[src/rtl/crc_pkg.sv]
// Shared types and bit-level helpers for the streaming CRC framer.
package crc_pkg;

  typedef enum logic {DATA, APPEND} state_t;

  // Widest CRC register the helpers operate on.
  localparam int unsigned MAX_W = 64;

  // One serial LFSR step over the low w bits: shift MSB out, fold POLY in on feedback.
  function automatic logic [MAX_W-1:0] crc_step(input logic [MAX_W-1:0] crc,
                                                 input logic             d,
                                                 input logic [MAX_W-1:0] poly,
                                                 input int unsigned      w);
    logic [MAX_W-1:0] top;
    logic [MAX_W-1:0] nxt;
    logic [MAX_W-1:0] mask;
    logic             fb;
    top  = crc >> (w - 1);
    fb   = top[0] ^ d;
    nxt  = crc << 1;
    if (fb) nxt = nxt ^ poly;
    mask = {MAX_W{1'b1}} >> (MAX_W - w);
    return nxt & mask;
  endfunction

  // Reverse the low w bits of v; bits above w come back zero.
  function automatic logic [MAX_W-1:0] bitrev(input logic [MAX_W-1:0] v,
                                               input int unsigned      w);
    logic [MAX_W-1:0] r;
    logic [MAX_W-1:0] b;
    r = '0;
    for (int unsigned i = 0; i < MAX_W; i++) begin
      if (i < w) begin
        b = (v >> i) & {{(MAX_W-1){1'b0}}, 1'b1};
        r = r | (b << (w - 1 - i));
      end
    end
    return r;
  endfunction

endpackage

[src/rtl/crc_lfsr_step.sv]
// Combinational DW-bit CRC update: the serial LFSR unrolled once per data bit.
module crc_lfsr_step
  import crc_pkg::*;
#(
  parameter int unsigned      DW         = 16,
  parameter int unsigned      CRC_W      = 32,
  parameter logic [CRC_W-1:0] POLY       = 32'h04C11DB7,
  parameter bit               REFLECT_IN = 1'b1
) (
  input  logic [CRC_W-1:0] crc_in,
  input  logic [DW-1:0]    data,
  output logic [CRC_W-1:0] crc_out
);

  logic [CRC_W-1:0] acc;
  logic [DW-1:0]    ord;

  // ord is arranged so that the bit entering the LFSR first is always at the MSB.
  always_comb begin
    acc = crc_in;
    ord = REFLECT_IN ? DW'(bitrev(MAX_W'(data), DW)) : data;
    for (int i = 0; i < DW; i++) begin
      acc = CRC_W'(crc_step(MAX_W'(acc), ord[DW-1], MAX_W'(POLY), CRC_W));
      ord = ord << 1;
    end
    crc_out = acc;
  end

endmodule

[src/rtl/crc_stream_framer.sv]
// Streaming CRC framer: GEN appends CRC words to each frame, CHK verifies the residue.
// state  | meaning
// DATA   | passing frame words through, folding each into crc_reg
// APPEND | emitting the N CRC words of a GEN frame, MS word first
module crc_stream_framer
  import crc_pkg::*;
#(
  parameter int unsigned      DW          = 16,
  parameter int unsigned      CRC_W       = 32,
  parameter logic [CRC_W-1:0] POLY        = 32'h04C11DB7,
  parameter logic [CRC_W-1:0] INIT        = '1,
  parameter logic [CRC_W-1:0] XOR_OUT     = '1,
  parameter bit               REFLECT_IN  = 1'b1,
  parameter bit               REFLECT_OUT = 1'b1,
  parameter logic [CRC_W-1:0] RESIDUE     = 32'hC704DD7B
) (
  input  logic             clk,
  input  logic             reset,
  input  logic             init,
  input  logic             mode,
  input  logic [DW-1:0]    s_data,
  input  logic             s_valid,
  input  logic             s_last,
  output logic             s_ready,
  output logic [DW-1:0]    m_data,
  output logic             m_valid,
  output logic             m_last,
  input  logic             m_ready,
  output logic             crc_done,
  output logic             crc_err,
  output logic [CRC_W-1:0] crc_value
);

  localparam int unsigned N  = CRC_W / DW;
  localparam int unsigned KW = $clog2(N + 1);

  if ((CRC_W % DW) != 0) begin : g_bad_width
    $error("crc_stream_framer: CRC_W must be a multiple of DW");
  end
  if (CRC_W > MAX_W) begin : g_too_wide
    $error("crc_stream_framer: CRC_W exceeds crc_pkg::MAX_W");
  end

  state_t           state, state_n;
  logic [KW-1:0]    k, k_n;
  logic [CRC_W-1:0] crc_reg, crc_n, crc_next, value_n;
  logic [DW-1:0]    data_n, word_raw, word_out;
  logic [CRC_W-1:0] crc_x, crc_sh;
  logic             valid_n, last_n, done_n, err_n;
  logic             mode_q, mode_n, first_q, first_n;
  logic             out_free, accept, cur_mode, last_crc;

  crc_lfsr_step #(
    .DW         (DW),
    .CRC_W      (CRC_W),
    .POLY       (POLY),
    .REFLECT_IN (REFLECT_IN)
  ) u_step (
    .crc_in  (crc_reg),
    .data    (s_data),
    .crc_out (crc_next)
  );

  assign out_free = ~m_valid | m_ready;
  assign s_ready  = (state == DATA) & out_free;
  assign accept   = s_valid & s_ready;
  // mode is only honoured on the first word; later words reuse the latched value.
  assign cur_mode = first_q ? mode : mode_q;

  assign crc_x    = crc_reg ^ XOR_OUT;
  assign crc_sh   = crc_x >> (CRC_W - DW - DW * 32'(k));
  assign word_raw = crc_sh[DW-1:0];
  assign word_out = REFLECT_OUT ? DW'(bitrev(MAX_W'(word_raw), DW)) : word_raw;
  assign last_crc = (k == KW'(N - 1));

  always_comb begin
    state_n = state;
    k_n     = k;
    crc_n   = crc_reg;
    data_n  = m_data;
    valid_n = m_valid;
    last_n  = m_last;
    done_n  = 1'b0;
    err_n   = 1'b0;
    value_n = crc_value;
    mode_n  = mode_q;
    first_n = first_q;

    if (m_valid && m_ready) begin
      valid_n = 1'b0;
      last_n  = 1'b0;
    end

    case (state)
      DATA: begin
        if (accept) begin
          data_n  = s_data;
          valid_n = 1'b1;
          last_n  = 1'b0;
          crc_n   = crc_next;
          mode_n  = cur_mode;
          first_n = 1'b0;
          if (s_last) begin
            first_n = 1'b1;
            if (cur_mode) begin
              last_n  = 1'b1;
              done_n  = 1'b1;
              err_n   = (crc_next != RESIDUE);
              value_n = crc_next;
              crc_n   = INIT;
            end else begin
              state_n = APPEND;
              k_n     = '0;
            end
          end
        end
      end
      APPEND: begin
        if (out_free) begin
          data_n  = word_out;
          valid_n = 1'b1;
          last_n  = last_crc;
          k_n     = k + KW'(1);
          if (last_crc) begin
            done_n  = 1'b1;
            value_n = crc_reg;
            crc_n   = INIT;
            state_n = DATA;
          end
        end
      end
      default: state_n = DATA;
    endcase
  end

  always_ff @(posedge clk) begin
    if (reset || init) begin
      state     <= DATA;
      k         <= '0;
      crc_reg   <= INIT;
      m_data    <= '0;
      m_valid   <= 1'b0;
      m_last    <= 1'b0;
      crc_done  <= 1'b0;
      crc_err   <= 1'b0;
      crc_value <= INIT;
      mode_q    <= 1'b0;
      first_q   <= 1'b1;
    end else begin
      state     <= state_n;
      k         <= k_n;
      crc_reg   <= crc_n;
      m_data    <= data_n;
      m_valid   <= valid_n;
      m_last    <= last_n;
      crc_done  <= done_n;
      crc_err   <= err_n;
      crc_value <= value_n;
      mode_q    <= mode_n;
      first_q   <= first_n;
    end
  end

endmodule

[config.mk]
export PLATFORM = sky130hd
export DESIGN_NAME = crc_stream_framer
export DESIGN_NICKNAME = d
export VERILOG_FILES = /design/src/rtl/crc_pkg.sv /design/src/rtl/crc_lfsr_step.sv /design/src/rtl/crc_stream_framer.sv
export SDC_FILE = /design/constraint.sdc
export NUM_CORES = 1
export LEC_CHECK = 0
export ABC_AREA = 1
export BUFFER_PORTS_ARGS = -buffer_cell sky130_fd_sc_hd__buf_4
export CORE_MARGIN = 5
export CORE_UTILIZATION = 40
export CTS_CLUSTER_DIAMETER = 100
export DETAILED_ROUTE_END_ITERATION = 6
export PLACE_DENSITY_LB_ADDON = 0.15
export SETUP_SLACK_MARGIN = 0.2
export SLEW_MARGIN = 20
export SYNTH_ARGS = -nofsm -noshare
export SYNTH_HDL_FRONTEND = slang
export SYNTH_SLANG_ARGS = --single-unit
[constraint.sdc]
create_clock -name clk -period 3.7 [get_ports clk]
set_clock_uncertainty 0.15 [all_clocks]
set_input_delay 0.37 -clock clk [delete_from_list [all_inputs] [get_ports clk]]
set_output_delay 0.37 -clock clk [all_outputs]
set_load 0.05 [all_outputs]
== After elaboration in Yosys (flattened, before gate mapping) ==
Cells that the tools add are included.
Operators by class
  add/sub/neg operators: 2
  eq/ne operators: 8
  shifts and indexed selects: 1
  muxes and demuxes: 58
  bitwise logic cells: 71
  reduce and logical (&&, ||, !) cells: 8
Operators with widths (number)
  $mux 27: 16
  $mux 32: 10
  $not 14->14: 16
  $pmux 32 s2: 2
  $mux 16: 2
  $ne 32x32->1 const B: 1
  $not 32->32: 1
  $or 16x1->16: 2
  $or 16x10->16: 2
  $or 16x11->16: 2
  $or 16x12->16: 2
  $or 16x13->16: 2
  $or 16x14->16: 2
  $or 16x15->16: 2
  $or 16x2->16: 2
  $or 16x3->16: 2
  $or 16x4->16: 2
  $or 16x5->16: 2
  $or 16x6->16: 2
  $or 16x7->16: 2
  $or 16x8->16: 2
  $or 16x9->16: 2
  $pmux 16 s2: 1
  $shr 32x32->16: 1
  other kinds (20): 68
Word-level totals
  register bits: 89
  input bits: 23
  logic and storage cells: 159

== Longest topological paths before layout ==
  word-level depth: 51
  mapped depth: 24
  gate-level depth less buffers: 23

== Cells and area by module ==
From an unflattened synthesis, not the netlist that was laid out.
Second synthesis, totals
  cells, all modules: 1114
  area, all modules: 6819.0 sq um
By module, submodules not included
  crc_stream_framer: times used 1, cells an instance 660, area each 4279.1 sq um, seq. area each 1781.7 sq um
  crc_lfsr_step: times used 1, cells an instance 454, area each 2539.9 sq um, seq. area each 0.0 sq um

== Worst setup path before layout ==
Ideal clock, no wire load.
  kind: reg2reg
  start: register m_valid
  end: register crc_value[22]
  arrival: 2.377 ns
  required time: 3.419 ns
  setup slack: 1.042 ns
  stages on the path, launching flop included: 11
  path buffers: 2
  path through: dfxtp_1 inv_1 nor2_1 nor2_1 nand2_1 nor2_1 nor2_1 clkbuf_1 clkbuf_1 a21oi_1 o21ai_0
Between the ends
  longest elaborated chain between the ends: 6
RTL lines
  start, declared: line crc_stream_framer.sv:26  | output logic m_valid,
  start signal, assigned: line crc_stream_framer.sv:154  | m_valid <= valid_n;
  $not 1->1: line crc_stream_framer.sv:64  | assign out_free = ~m_valid | m_ready;
  $or 1x1->1: line crc_stream_framer.sv:64
  $and 1x1->1: line crc_stream_framer.sv:65  | assign s_ready = (state == DATA) & out_free;
  net s_ready: line crc_stream_framer.sv:24  | output logic s_ready,
  $and 1x1->1: line crc_stream_framer.sv:66  | assign accept = s_valid & s_ready;
  $ne 2x2->1 (no source line)
  $reduce_and 5->1 (no source line)
  end signal, assigned: line crc_stream_framer.sv:158  | crc_value <= value_n;
  end, declared: line crc_stream_framer.sv:31  | output logic [CRC_W-1:0] crc_value
The timed path passes the listed nets, and every way through them passes these cells.
A chain may end at the register's enable or synchronous reset.

== Worst setup path after layout ==
  start: register crc_reg[26]
  end: register crc_err
Between the ends
  longest elaborated chain between the ends: 20
RTL lines
  start, declared: line crc_stream_framer.sv:46  | logic [CRC_W-1:0] crc_reg, crc_n, crc_next, value_n;
  start signal, assigned: line crc_stream_framer.sv:152  | crc_reg <= crc_n;
  $xor 1x1->1 (*): line crc_pkg.sv:19  | fb = top[0] ^ d;
  $mux 27 (*): line crc_pkg.sv:21  | if (fb) nxt = nxt ^ poly;
  $not 14->14 (no source line) / $mux 27 (equally long branches)
  $mux 27 / $not 14->14 (equally long branches)
  $not 14->14 (no source line) / $mux 27 (equally long branches)
  $mux 27 / $not 14->14 (equally long branches)
  $mux 27: line crc_pkg.sv:21
  $not 14->14 (no source line) / $mux 27 (equally long branches)
  [... 4 more ...]
  $not 14->14 (no source line) / $mux 27 (equally long branches)
  $mux 27 / $not 14->14 (equally long branches)
  $not 14->14 (no source line) / $mux 27 (equally long branches)
  $mux 27 / $not 14->14 (equally long branches)
  $mux 27: line crc_pkg.sv:21
  $not 14->14 (no source line)
  $mux 27: line crc_pkg.sv:21
  $ne 32x32->1 (*): line crc_stream_framer.sv:108  | err_n = (crc_next != RESIDUE);
  end signal, assigned: line crc_stream_framer.sv:157  | crc_err <= err_n;
  end, declared: line crc_stream_framer.sv:30  | output logic crc_err,
Mark *: on every way between the ends. The rest lies on a longest branch, timed or not.

==> flow_metrics.env <==
export IMPL_power_density_nw_per_um2=542
export IMPL_ir_drop_uv=271
export IMPL_first_global_vias=6305
export IMPL_yosysTopAreaCellShare_pct=27.6
export IMPL_synth_xor_area_share_pct=3.91
export IMPL_crit_path_end_kind="register"
export IMPL_muxShareOfSynthArea_pct=0
export IMPL_cp_top_family="simple AND/OR/NAND/NOR gates"
export IMPL_cts_sinks=89
export IMPL_n_antenna_cell=0
export IMPL_instances_no_fill=1351
export IMPL_drv_slew=0
export IMPL_worstSetupPathType="register to register"
export IMPL_postSynthAreaPerCell_um2=6.02
export IMPL_path_clk_slew_ns=0.07
export IMPL_clk_latency_ns=0.35
export IMPL_dpl_cell_count=1335
export IMPL_synthSimpleGateAreaFrac_pct=42.3
export IMPL_min_to="m_data[11]"
export IMPL_place_congestion=0.966
export IMPL_wl_mm=23.8
export IMPL_cts_buffers=9
export IMPL_nNetsFinal=1155
export IMPL_relSlewSlack_pct=32.5
export IMPL_setup_violations=0
export IMPL_h_tree_depth=3
export IMPL_hold_depth=3
export IMPL_grt_pass1_wl_mm=36.0
export IMPL_hp_start="s_data[11]"
export IMPL_dieArea_um2=18800
export IMPL_grt_remaining_overflow=0
export IMPL_finalHoldViolations=0
export IMPL_drt_pass1_iterations=5
export IMPL_path_buf_inv=2
export IMPL_hold_slack_ns=0.135
export IMPL_synth_compound_area_share_pct=17.4
export IMPL_startpoint_type="register"
export IMPL_cts_setup_buffers=0
export IMPL_avgViaCountPerCell=5.26
export IMPL_postSynthCellCount=1073
export IMPL_grt_max_degree=56
export IMPL_yosys_warnings=0
export IMPL_cts_root_buf="clkbuf_16"
export IMPL_cp_slowest_stage_delay_ns=0.53
export IMPL_first_iter_violations=663
export IMPL_synth_ff_type="dfxtp_1"
export IMPL_synth_cell_types=33
export IMPL_status="finished clean"
export IMPL_vias=7106
export IMPL_setup_tns_ns=0
export IMPL_cp_arrival_ns=3.03
export IMPL_drive_gt1_share_pct=16.4
export IMPL_nFillCells=1710
export IMPL_ant_nets=0
export IMPL_clk_path_buf_depth=2
export IMPL_post_cts_resized=0
export IMPL_syn_area_um2=6460
export IMPL_required_ns=3.80
export IMPL_cts_tree="built"
export IMPL_hpwlAfterDp_mm=18.8
export IMPL_ys_ff_latch=89
export IMPL_worstMarginPinSlew_ns=1.01
export IMPL_fin_crit_sh_pct=79.3
export IMPL_syn_nets=1098
export IMPL_die_x_um=137
export IMPL_synthAdderAreaFrac_pct=0.388
export IMPL_hold_class="primary input to register"
export IMPL_max_cap_viol_count=0
export IMPL_start_util_pct=40.7
export IMPL_critPathMaxFanout=6
export IMPL_port_buffers=75
export IMPL_timing_rr_start="crc_reg[26]"
export IMPL_grt_use_total_pct=25.4
export IMPL_coreArea_um2=15900
export IMPL_crit_path_top_delay_cell="dfxtp_1"
export IMPL_pin_count=76
export IMPL_rows=46
export IMPL_antenna_found_initial=0
export IMPL_synth_edf_count=0
export IMPL_synth_top_area_cell="dfxtp_1"
export IMPL_max_freq_mhz=341
export IMPL_rrSetupSlack_ns=0.77
export IMPL_rsz0062_at_grt="false"
export IMPL_ys_seq_area_share_pct=27.6
export IMPL_total_power_uw=4100
export IMPL_synth_top_family_by_area="simple AND/OR/NAND/NOR gates"
export IMPL_period_needed_ns=2.93
export IMPL_die_h_um=137
export IMPL_routedWlPerCell_um=17.6
export IMPL_r2r_end="crc_err"
export IMPL_hold_buffers=0
export IMPL_cp_common_cell="nand2_1"
export IMPL_synthTopCellsByArea="dfxtp_1 28%, nand2_1 24%, nand3_1 7.1%"
export IMPL_async_flop_share_pct=0
export IMPL_ff2ff_path_depth=17
export IMPL_syn2layout_area_growth_pct=17.2
export IMPL_drc=0
export IMPL_crit_chain="inv_2 > nand2_1 > nand2_2 > xnor2_2 > inv_2 > nand2_1 > nand2_1 > nand2_1 > nand2_1 > xnor2_1 > nand2_1 > nor2_1 > nand2_1 > nor2_1 > nand2_1 > nor2_1 > nor2_1"
export IMPL_p_leak_uw=0.00392
logic make-up (layout without fill, tap and decap cells):
group / after synthesis / count (layout)
AOI/OAI and AO/OA: 195 / 195
xor gates and xnor gates: 28 / 28
adders and majority gates: 2 / 2
buffers and inverters: 137 / 199
DFF: 89 / 89
and+or+nand+nor: 622 / 622
cell usage after synthesis (all sizes together) (4+ instances only):
| cell | count |
|---|---|
| nor2 | 48 |
| buf | 5 |
| nand2 | 467 |
| xnor2 | 7 |
| nand3 | 98 |
| xor2 | 21 |
| a21oi | 77 |
| dfxtp | 89 |
| o211ai | 46 |
| a211oi | 10 |
| o21ai | 60 |
| nand4 | 4 |
| clkbuf | 33 |
| inv | 97 |
metrics by stage:
step	worst slack [ns]	util, %	cell area, µm²
floorplan	1.04	-	6460
global placement	0.759	45.4	7210
detailed placement	0.754	45.4	7210
CTS	0.827	47.6	7570
global route	0.555	47.6	7570
finish	0.767	47.6	7570
layout make-up:
| class | count | area (µm²) | area share (%) |
|---|---|---|---|
| Tap cell | 216 | 270 | 3.57 |
| Sequential cell | 89 | 1780 | 23.5 |
| Timing Repair Buffer | 84 | 631 | 8.33 |
| Inverter | 99 | 379 | 5.01 |
| Clock inverter | 7 | 133 | 1.75 |
| Clock buffer | 9 | 225 | 2.98 |
| Multi-Input combinational cell | 847 | 4150 | 54.8 |
cell usage in the layout (no fill, tap or decap), types with 2 or more instances in the layout:
cell       instances
nand2_2           38
a21oi_1           77
nor2_1            44
a211oi_1          10
ha_1               2
xor2_1            21
nor3_1             2
buf_4             84
nand2_4           17
inv_1             78
nand3_1           92
o211ai_1          46
xnor2_1            6
o21ai_0           59
nor2_2             3
bufinv_16          3
inv_8              3
clkinv_1           2
inv_4              3
dfxtp_1           89
nand4_1            4
clkbuf_16          9
inv_2             16
nand3_2            6
nand2_1          412
power breakdown:
| group | total [µW] | internal (µW) | switching [µW] | leakage (µW) |
|---|---|---|---|---|
| Sequential | 1060 | 1010 | 54.5 | 0.000727 |
| Combinational | 1930 | 532 | 1400 | 0.00302 |
| Clock | 1110 | 677 | 430 | 0.000176 |
tightest hold or removal path, stage by stage:
cell and delay, ns:
buf_4 0.10, a211oi_1 0.06, nor2_1 0.07
how the worst max path moves through the flow:
stage | from | endpoint | slack, ns | depth (start not counted)
3_5_place_dp | s_data[0] | crc_err | 0.75 | 19
3_3_place_gp | s_data[0] | crc_err | 0.76 | 19
5_1_grt | crc_reg[22] | crc_err | 0.55 | 22
4_1_cts | crc_reg[26] | crc_err | 0.83 | 17
6_report | crc_reg[26] | crc_err | 0.77 | 17
2_1_floorplan | m_valid | crc_value[22] | 1.04 | 10
layer usage:
layer	track usage (%)	part of all wire (%)	wire length, µm	vias to the layer above
met4	8.92	3.3	782	0
li1	-	-	-	3606
met3	5.00	7.3	1750	32
met1	34.8	45	10600	3196
met2	39.6	45	10600	272
met5	0	0	0	-
No activity file was read; power rests on OpenSTA's default activity.
